$ cat config.mk
export PLATFORM = sky130hd
export DESIGN_NAME = color_centroid_flat
export DESIGN_NICKNAME = d
export VERILOG_FILES = /design/src/rtl/color_centroid_pkg.sv /design/src/rtl/color_centroid_if.sv /design/src/rtl/color_centroid_seq_divider.sv /design/src/rtl/color_centroid.sv /design/src/flat_wrapper.sv
export SDC_FILE = /design/constraint.sdc
export NUM_CORES = 1
export LEC_CHECK = 0
export CORE_MARGIN = 1.5
export CORE_UTILIZATION = 45
export DETAILED_ROUTE_END_ITERATION = 7
export SLEW_MARGIN = 20
export SYNTH_ARGS = -nofsm -noshare
export SYNTH_HDL_FRONTEND = slang
export SYNTH_HIERARCHICAL = 1
export SYNTH_SLANG_ARGS = --single-unit
export TNS_END_PERCENT = 100
$ cat constraint.sdc
create_clock -name clk -period 5.2 [get_ports clk]
set_clock_uncertainty 0.05 [all_clocks]
set_input_delay 0.52 -clock clk [delete_from_list [all_inputs] [get_ports clk]]
set_output_delay 0.52 -clock clk [all_outputs]
set_load 0.1 [all_outputs]
$ cat src/rtl/color_centroid_pkg.sv
// rtl/color_centroid_pkg.sv - shared widths and FSM state type for the color centroid block
package color_centroid_pkg;
  localparam int ROW_W      = 13;
  localparam int CNT_W      = 19;
  localparam int SUM_W      = 28;
  localparam int POS_W      = 10;
  localparam int DIV_CYCLES = 28;
  localparam int DIV_CNT_W  = $clog2(DIV_CYCLES + 1);

  typedef enum logic [1:0] {
    ACCUM,
    DIV_X,
    DIV_Y,
    DONE
  } state_e;
endpackage

$ cat src/rtl/color_centroid_if.sv
// rtl/color_centroid_if.sv - pixel stream in, frame result out
interface color_centroid_if;
  import color_centroid_pkg::*;

  logic             pix_valid;
  logic [ROW_W-1:0] row;
  logic [ROW_W-1:0] col;
  logic             i_color;
  logic             frame_end;
  logic [POS_W-1:0] centroid_x;
  logic [POS_W-1:0] centroid_y;
  logic [CNT_W-1:0] o_count;
  logic             o_found;
  logic             o_valid;
  logic             busy;
  logic             overrun;

  modport master (
    output pix_valid, row, col, i_color, frame_end,
    input  centroid_x, centroid_y, o_count, o_found, o_valid, busy, overrun
  );

  modport slave (
    input  pix_valid, row, col, i_color, frame_end,
    output centroid_x, centroid_y, o_count, o_found, o_valid, busy, overrun
  );
endinterface

$ cat src/rtl/color_centroid_seq_divider.sv
// rtl/color_centroid_seq_divider.sv - restoring divider, one quotient bit per cycle
module seq_divider
  import color_centroid_pkg::*;
(
  input  logic             clk,
  input  logic             reset,
  input  logic             start_i,
  input  logic [SUM_W-1:0] dividend_i,
  input  logic [CNT_W-1:0] divisor_i,
  output logic [POS_W-1:0] quotient_o,
  output logic             done_o,
  output logic             busy_o
);
  logic [SUM_W-1:0]     quo_q;
  logic [CNT_W-1:0]     rem_q;
  logic [CNT_W-1:0]     dsr_q;
  logic [DIV_CNT_W-1:0] cnt_q;
  logic [CNT_W:0]       shifted;
  logic [CNT_W-1:0]     diff;
  logic                 ge;

  // Remainder stays below the divisor, so the subtraction fits in CNT_W bits when ge.
  assign shifted = {rem_q, quo_q[SUM_W-1]};
  assign ge      = shifted >= {1'b0, dsr_q};
  assign diff    = shifted[CNT_W-1:0] - dsr_q;

  always_ff @(posedge clk) begin
    if (reset) begin
      quo_q <= '0;
      rem_q <= '0;
      dsr_q <= '0;
      cnt_q <= '0;
    end else if (start_i) begin
      quo_q <= dividend_i;
      rem_q <= '0;
      dsr_q <= divisor_i;
      cnt_q <= DIV_CNT_W'(DIV_CYCLES);
    end else if (cnt_q != '0) begin
      quo_q <= {quo_q[SUM_W-2:0], ge};
      rem_q <= ge ? diff : shifted[CNT_W-1:0];
      cnt_q <= cnt_q - 1'b1;
    end
  end

  // done flags the cycle whose closing edge retires the last quotient bit.
  assign done_o     = (cnt_q == DIV_CNT_W'(1));
  assign busy_o     = (cnt_q != '0);
  assign quotient_o = quo_q[POS_W-1:0];
endmodule

$ cat src/rtl/color_centroid.sv
// rtl/color_centroid.sv - per-frame masked-pixel count and centroid via a shared divider
module color_centroid
  import color_centroid_pkg::*;
#(
  parameter int MIN_PIXELS = 64,
  parameter int ROW_MAX    = 477,
  parameter int COL_MAX    = 617
) (
  input logic             clk,
  input logic             reset,
  color_centroid_if.slave bus
);
  localparam logic [ROW_W-1:0] ROW_LIM = ROW_W'(ROW_MAX);
  localparam logic [ROW_W-1:0] COL_LIM = ROW_W'(COL_MAX);
  localparam logic [CNT_W-1:0] MIN_CNT = CNT_W'(MIN_PIXELS);

  state_e           state_q;
  logic [CNT_W-1:0] cnt_q, cnt_d, snap_cnt_q, o_count_q;
  logic [SUM_W-1:0] sx_q, sx_d, sy_q, sy_d, snap_sy_q;
  logic [POS_W-1:0] qx_q, cx_q, cy_q, quotient;
  logic             o_found_q, o_valid_q, overrun_q;
  logic             qual, accept, found;
  logic             div_start, div_done, div_busy;

  assign qual   = bus.pix_valid && bus.i_color && (bus.row <= ROW_LIM) && (bus.col <= COL_LIM);
  assign cnt_d  = cnt_q + CNT_W'(qual);
  assign sx_d   = sx_q + (qual ? SUM_W'(bus.col) : '0);
  assign sy_d   = sy_q + (qual ? SUM_W'(bus.row) : '0);
  assign accept = (state_q == ACCUM) && bus.frame_end;
  assign found  = snap_cnt_q >= MIN_CNT;

  // X division is loaded straight from the closing sums; Y is loaded on the first DIV_Y cycle.
  assign div_start = accept || ((state_q == DIV_Y) && !div_busy);

  seq_divider u_div (
    .clk        (clk),
    .reset      (reset),
    .start_i    (div_start),
    .dividend_i (accept ? sx_d : snap_sy_q),
    .divisor_i  (accept ? cnt_d : snap_cnt_q),
    .quotient_o (quotient),
    .done_o     (div_done),
    .busy_o     (div_busy)
  );

  always_ff @(posedge clk) begin
    if (reset) begin
      state_q    <= ACCUM;
      cnt_q      <= '0;
      sx_q       <= '0;
      sy_q       <= '0;
      snap_cnt_q <= '0;
      snap_sy_q  <= '0;
      qx_q       <= '0;
      cx_q       <= '0;
      cy_q       <= '0;
      o_count_q  <= '0;
      o_found_q  <= 1'b0;
      o_valid_q  <= 1'b0;
      overrun_q  <= 1'b0;
    end else begin
      o_valid_q <= 1'b0;
      overrun_q <= bus.frame_end && (state_q != ACCUM);
      if (bus.frame_end) begin
        cnt_q <= '0;
        sx_q  <= '0;
        sy_q  <= '0;
      end else begin
        cnt_q <= cnt_d;
        sx_q  <= sx_d;
        sy_q  <= sy_d;
      end
      case (state_q)
        ACCUM: begin
          if (accept) begin
            snap_cnt_q <= cnt_d;
            snap_sy_q  <= sy_d;
            state_q    <= DIV_X;
          end
        end
        DIV_X: begin
          if (div_done) state_q <= DIV_Y;
        end
        DIV_Y: begin
          if (!div_busy) qx_q <= quotient;
          else if (div_done) state_q <= DONE;
        end
        DONE: begin
          o_count_q <= snap_cnt_q;
          o_found_q <= found;
          if (found) begin
            cx_q <= qx_q;
            cy_q <= quotient;
          end
          o_valid_q <= 1'b1;
          state_q   <= ACCUM;
        end
        default: state_q <= ACCUM;
      endcase
    end
  end

  assign bus.centroid_x = cx_q;
  assign bus.centroid_y = cy_q;
  assign bus.o_count    = o_count_q;
  assign bus.o_found    = o_found_q;
  assign bus.o_valid    = o_valid_q;
  assign bus.busy       = (state_q == DIV_X) || (state_q == DIV_Y);
  assign bus.overrun    = overrun_q;
endmodule

$ cat src/flat_wrapper.sv
// flat-port wrapper written by rule: the top's interface ports become plain ports
module color_centroid_flat import color_centroid_pkg::*;
#(
  parameter int MIN_PIXELS = 64,
  parameter int ROW_MAX    = 477,
  parameter int COL_MAX    = 617
)
  (clk, reset, bus_pix_valid, bus_row, bus_col, bus_i_color, bus_frame_end, bus_centroid_x, bus_centroid_y, bus_o_count, bus_o_found, bus_o_valid, bus_busy, bus_overrun);
  color_centroid_if bus_i ();
  input logic clk;
  input logic reset;
  input wire logic [$bits(bus_i.pix_valid)-1:0] bus_pix_valid;
  input wire logic [$bits(bus_i.row)-1:0] bus_row;
  input wire logic [$bits(bus_i.col)-1:0] bus_col;
  input wire logic [$bits(bus_i.i_color)-1:0] bus_i_color;
  input wire logic [$bits(bus_i.frame_end)-1:0] bus_frame_end;
  output wire logic [$bits(bus_i.centroid_x)-1:0] bus_centroid_x;
  output wire logic [$bits(bus_i.centroid_y)-1:0] bus_centroid_y;
  output wire logic [$bits(bus_i.o_count)-1:0] bus_o_count;
  output wire logic [$bits(bus_i.o_found)-1:0] bus_o_found;
  output wire logic [$bits(bus_i.o_valid)-1:0] bus_o_valid;
  output wire logic [$bits(bus_i.busy)-1:0] bus_busy;
  output wire logic [$bits(bus_i.overrun)-1:0] bus_overrun;
  assign bus_i.pix_valid = bus_pix_valid;
  assign bus_i.row = bus_row;
  assign bus_i.col = bus_col;
  assign bus_i.i_color = bus_i_color;
  assign bus_i.frame_end = bus_frame_end;
  assign bus_centroid_x = bus_i.centroid_x;
  assign bus_centroid_y = bus_i.centroid_y;
  assign bus_o_count = bus_i.o_count;
  assign bus_o_found = bus_i.o_found;
  assign bus_o_valid = bus_i.o_valid;
  assign bus_busy = bus_i.busy;
  assign bus_overrun = bus_i.overrun;
  color_centroid #(.MIN_PIXELS(MIN_PIXELS), .ROW_MAX(ROW_MAX), .COL_MAX(COL_MAX)) u_core (.clk(clk), .reset(reset), .bus(bus_i));
endmodule
==> metrics.csv, run 1 <==
metric,value,unit
H-tree depth,1,
die height,168,um
row cnt,60,
vias,10202,
status,completed,
RR Endpoint,u_core/u_div/rem_q[14],
worst setup path endpoint,u_core/u_div/quo_q[14],
Routed WL per cell,15.5,um
FF-to-FF Start,u_core/u_div/quo_q[27],
flop-to-flop setup slack,1780,ps
crit path max fanout,14,
drt total wl,29100,um
"Hold Vio Cnt, Final",0,
overall power,6.37,mW
first-pass GRT wire length,48700,um
Clock Latency Late Sink,530,ps
sequential area share after synthesis,0.404,
Synth top area share,0.404,
final setup violating endpoints,0,
GRT overflow,0,
Post-synth EDFFs,0,
CTS tree,yes,
final HPWL from detailed placement,20100,um
RSZ-0062 raised after global routing,no,
Placer Congestion,0.870,
Max transition margin,0.317,
Mapped Area,12300,um2
Overall Global Routing Usage,0.207,
Die Wd,168,um
Crit. Startpoint,bus_row[11],
crit end category,flip-flop,
Mean Syn Cell Area,8.21,um2
CORE AREA,26800,um2
vias per inst,5.43,
total CTS buffers,27,
area of the multi-input gates,6780,um2
final antenna-violating net count,0,
clock tree buffer depth,3,
Synth Warn #,6,
Ant. Diodes,0,
Final Util,0.522,
Post-synth ARST share,0,
number of global-route vias before repair,9764,
post-cts hold buffer count,0,
FMAX,0.235,GHz
post-route cell area,14000,um2
max-cap violations,0,
most common cell in the synthesized netlist,dfxtp_1,
Final nets,1608,
Critical Path RT,5510,ps
Post-route DRC,0,
fill cell count,2597,
Pleak,5.12,nW
Setup Buffers After CTS,0,
hold_ws,406,ps
Starting Density,0.457,
area taken by flip-flops and latches,4940,um2
I/O pin cnt,74,
CP arrival,4560,ps
Clock transition at path regs,60,ps
critical path class,primary input to flip-flop,
VDD IR max,278,uV
Port Buffers,73,
PD cells,456,nW/um2
post-synthesis register bit count,247,
1st-iter DRT viols,694,
Final min period,4250,ps
Tightest Pin Transition,1020,ps
Reg2Reg Depth,10,
Final period util,0.817,
drt first pass iters,5,
startpoint types,primary input,
Area Overhead vs Synth,14.1,%
number of antenna violations at the first check in global routing,0,
gate count after technology mapping,1492,
clock sink count,247,
min-delay src,u_core/qx_q[8],
Post-synth top cells,"247 x dfxtp_1, 197 x nor2_1, 189 x nand2_1",
largest net degree at the start of global routing,92,
CTS resizes,0,
placed instance area,13100,um2
Hold WC Path Type,flip-flop to flip-flop,
Clk Tree Root Cell,clkbuf_16,
die area,28200,um2
Yosys cell types,76,
Slew Limit Fails,0,
ranking of synthesized cells by area,"dfxtp_1 40%, a21oi_1 6.4%, nor2_1 6.0%",
Total Neg Setup Slack,0,ps
ratio of cells with drive above 1 in the final layout,0.0520,
ys flop type,dfxtp_1,
largest area contributor in the netlist,dfxtp_1,
==> layer usage <==
| metal | GRT usage | routed length [um] | vias up |
|---|---|---|---|
| met4 | 0.0431 | 470 | 0 |
| met2 | 0.356 | 13500 | 172 |
| li1 | - | - | 5225 |
| met3 | 0.0235 | 1020 | 32 |
| met1 | 0.282 | 14100 | 4773 |
| met5 | 0 | 0 | - |
==> worst max-delay path, cell delays in order <==
cell and delay (ps):
clkdlybuf4s50_1 390, or4_1 500, nor4_1 210, o21ai_0 120, a21oi_1 290, buf_4 260, and2_1 140, ha_1 280
a211oi_1 260, o21ai_1 180, o2111ai_1 630, a21boi_0 240, xnor2_1 230, a21oi_1 100, a21oi_1 150, nor2_1 40
==> worst min path at each step <==
stage | to | slack, ps | cells past startpoint
4_1_cts | u_core/qx_q[2] | 410 | 2
3_3_place_gp | u_core/qx_q[0] | 390 | 2
5_1_grt | u_core/qx_q[2] | 430 | 2
6_report | u_core/qx_q[8] | 410 | 2
3_5_place_dp | u_core/qx_q[2] | 400 | 2
2_1_floorplan | u_core/snap_sy_q[3] | 380 | 2
==> registers in the layout, indices dropped and copies added, names as in the netlist, 2 cells and up <==
signal and count:
u_core/state_q 2, u_core/u_div/dsr_q 19, u_core/snap_sy_q 28, u_core/cnt_q 19, u_core/qx_q 10, u_core/bus.centroid_x 10, u_core/bus.centroid_y 10, u_core/sy_q 28
u_core/sx_q 28, u_core/snap_cnt_q 19, u_core/u_div/rem_q 19, u_core/bus.o_count 19, u_core/u_div/quo_q 28, u_core/u_div/cnt_q 5
==> per-stage QoR <==
| stage | std cells | setup slack, ps |
|---|---|---|
| after floorplan | 1498 | 1470 |
| after global placement | 1832 | 471 |
| after detailed placement | 1832 | 405 |
| after CTS | 1878 | 944 |
| after global routing | 1878 | 452 |
| final | 1878 | 953 |
==> cells by family after synthesis <==
kind of cell	share of synthesized area
flip-flops	0.404
other	0.000306
AO/OA/AOI/OAI	0.180
XOR/XNOR	0.0515
AND/OR/NAND/NOR	0.206
adder cells (fa/ha/maj)	0.0601
buffers and inverters	0.0468
multiplexers	0.0517
==> cell type report <==
cell class / count / share of cell area
sequential: 247 / 0.354
clock buffer: 41 / 0.0571
inverter: 41 / 0.0110
clock inverter: 5 / 0.00394
multi-input combinational: 1117 / 0.485
timing repair buffer: 86 / 0.0591
tap: 341 / 0.0305
==> power by group <==
group | internal (mW) | switching, mW
clock network | 1.10 | 0.744
registers | 2.07 | 0.109
logic | 0.807 | 1.54
total | 3.98 | 2.39
==> cells in the final DEF, fill, tap and decap left out, types with 13 or more instances in the layout <==
cell,count
nor3_1,17
xor2_1,31
nand4_1,15
or3_1,13
nand3_1,19
ha_1,54
clkbuf_16,27
nand2_1,187
nor2_1,196
o21ai_0,78
dfxtp_1,247
clkdlybuf4s50_1,72
nor2b_1,19
inv_1,40
a21o_1,14
a21oi_1,156
mux2i_1,61
a211oi_1,29
and2_1,35
xnor2_1,41
buf_4,14
a31oi_1,16
No activity file was read; power rests on OpenSTA's default activity.
==> run 2: changes to the inputs <==
clock period = 4.16 ns   (was 5.2 ns; I/O delays follow)
==> metrics.csv, run 2 (synthesis results as in run 1) <==
metric,value,unit,change
"commonest non-fill, non-tap cells in the layout","247 x dfxtp_1, 196 x nor2_1, 187 x nand2_1, 156 x a21oi_1, 78 x o21ai_0",,
post-cts hold buffer count,0,,unchanged
largest net degree at the start of global routing,68,,-26%
startpoint types,primary input,,
drt total wl,29300,um,+0.66%
clock share of power,0.303,,+0.014
Max transition margin,0.307,,-0.00964
Overall Global Routing Usage,0.210,,+0.00271
Clock Latency Late Sink,530,ps,about the same
final antenna-violating net count,0,,unchanged
Tightest Pin Transition,1040,ps,+14.4 ps
Final period util,0.909,,
"Hold Vio Cnt, Final",0,,unchanged
CP Cell Sequence,clkdlybuf4s50_1 -> or4_1 -> nor4_1 -> o21ai_0 -> a21oi_1 -> buf_4 -> and2_1 -> ha_1 -> fa_1 -> a21o_1 -> a31oi_1 -> nor3_1 -> o2111ai_1 -> xor2_1 -> a211oi_1,,
crit end category,flip-flop,,
Logic pwr share,0.363,,-0.005
Final min period,3780,ps,
number of antenna violations at the first check in global routing,0,,unchanged
Post-route DRC,0,,unchanged
max-cap violations,0,,unchanged
Placer Congestion,0.890,,+2.3%
Pleak,5.32,nW,+3.9%
H-tree depth,1,,unchanged
CTS tree,yes,,
Hold WC Path Type,primary input to flip-flop,,
Setup Buffers After CTS,0,,unchanged
NetSw,3.08,mW,+29%
Setup WS pre-CTS,-182,ps,-587 ps
Routed WL per cell,15.3,um,-1.1%
clock sink count,247,,unchanged
status,completed,,
CTS resizes,0,,unchanged
critical path's slowest cell,nor3_1,,
sequential share of power,0.334,,-0.009
vias,10252,,+0.49%
final worst-path setup slack,379,ps,-574 ps
Die Wd,168,um,unchanged
PD cells,572,nW/um2,+26%
CORE AREA,26800,um2,unchanged
Clk Tree Root Cell,clkbuf_16,,
Critical Path RT,4550,ps,-960 ps
CP arrival,4170,ps,-390 ps
1st-iter DRT viols,659,,-5.0%
final HPWL from detailed placement,20400,um,+1.7%
VDD IR max,370,uV,+33%
ratio of cells with drive above 1 in the final layout,0.0732,,+0.0212
total CTS buffers,29,,+7.4%
row cnt,60,,unchanged
switch share,0.376,,+0.000535
die height,168,um,unchanged
GRT overflow,0,,unchanged
Starting Density,0.457,,unchanged
FMAX,0.264,GHz,
RSZ-0062 raised after global routing,no,,
critical path class,primary input to flip-flop,,
"commonest non-fill, non-tap cell in the layout",dfxtp_1,,
die area,28200,um2,unchanged
number of global-route vias before repair,9744,,-0.20%
Area Overhead vs Synth,16.6,%,
Ant. Diodes,0,,unchanged
final setup violating endpoints,0,,unchanged
Slew Limit Fails,0,,unchanged
hold_ws,312,ps,-94.1 ps
crit path max fanout,14,,unchanged
clock tree buffer depth,3,,unchanged
I/O pin cnt,74,,unchanged
Final Util,0.533,,+0.0115
drt first pass iters,5,,unchanged
vias per inst,5.36,,-1.3%
internal power,5.10,mW,+28%
first-pass GRT wire length,49200,um,+1.0%
Final nets,1638,,+1.9%
slowest cell delay on critical path,620,ps,about the same
Port Buffers,73,,unchanged
Clock transition at path regs,60,ps,about the same
==> run 2: layout make-up <==
type                    instances  area, um2
fillers                      2584      12500
multi-input cells            1117       6780
flip-flops and latches        247       4940
repair buffers                114       1050
clock buffers                  40        817
well taps                     341        427
inverters                      41        154
clock inverters                12        123
==> run 2: through the flow <==
step                      power [mW]  instances  TNS, ps  cell area [um2]
after floorplan                 5.07       1498        0            12300
after global placement          5.70       1860     -870            13300
after detailed placement        5.73       1860    -1840            13400
after CTS                       8.24       1912        0            14300
after global routing            8.72       1912        0            14300
final                           8.18       1912        0            14300
==> run 2: power by group through the flow <==
stage                     sequential (mW)  combinational, mW  clock (mW)
final                                2.73               2.97        2.48
after global routing                 2.75               3.30        2.66
after CTS                            2.73               2.97        2.55
after detailed placement             2.78               2.95           0
after global placement               2.77               2.92           0
after floorplan                      2.77               2.30           0
==> run 2: critical path, delay by kind of cell <==
family / cells / cell delay, ps
compound gates: 6 / 1080
xor+xnor: 1 / 190
fa+ha+maj: 2 / 370
buf+inv: 2 / 590
simple gates: 4 / 1520
==> run 2: layer usage <==
layer | GRT usage | wire length (um) | up-vias
met2 | 0.353 | 13500 | 164
met3 | 0.0219 | 840 | 39
met1 | 0.290 | 14300 | 4760
met4 | 0.0525 | 638 | 0
li1 | - | - | 5289
met5 | 0 | 0 | -
==> run 2: path summary, 6_finish.rpt <==
check | slack [ps] | start | to | cells after the start
min reg2reg | 410 | u_core/qx_q[2] | u_core/qx_q[2] | 2
max | 380 | bus_row[11] | u_core/snap_sy_q[16] | 15
min | 310 | reset | u_core/u_div/quo_q[24] | 2
max reg2reg | 1220 | u_core/u_div/quo_q[27] | u_core/u_div/quo_q[0] | 10
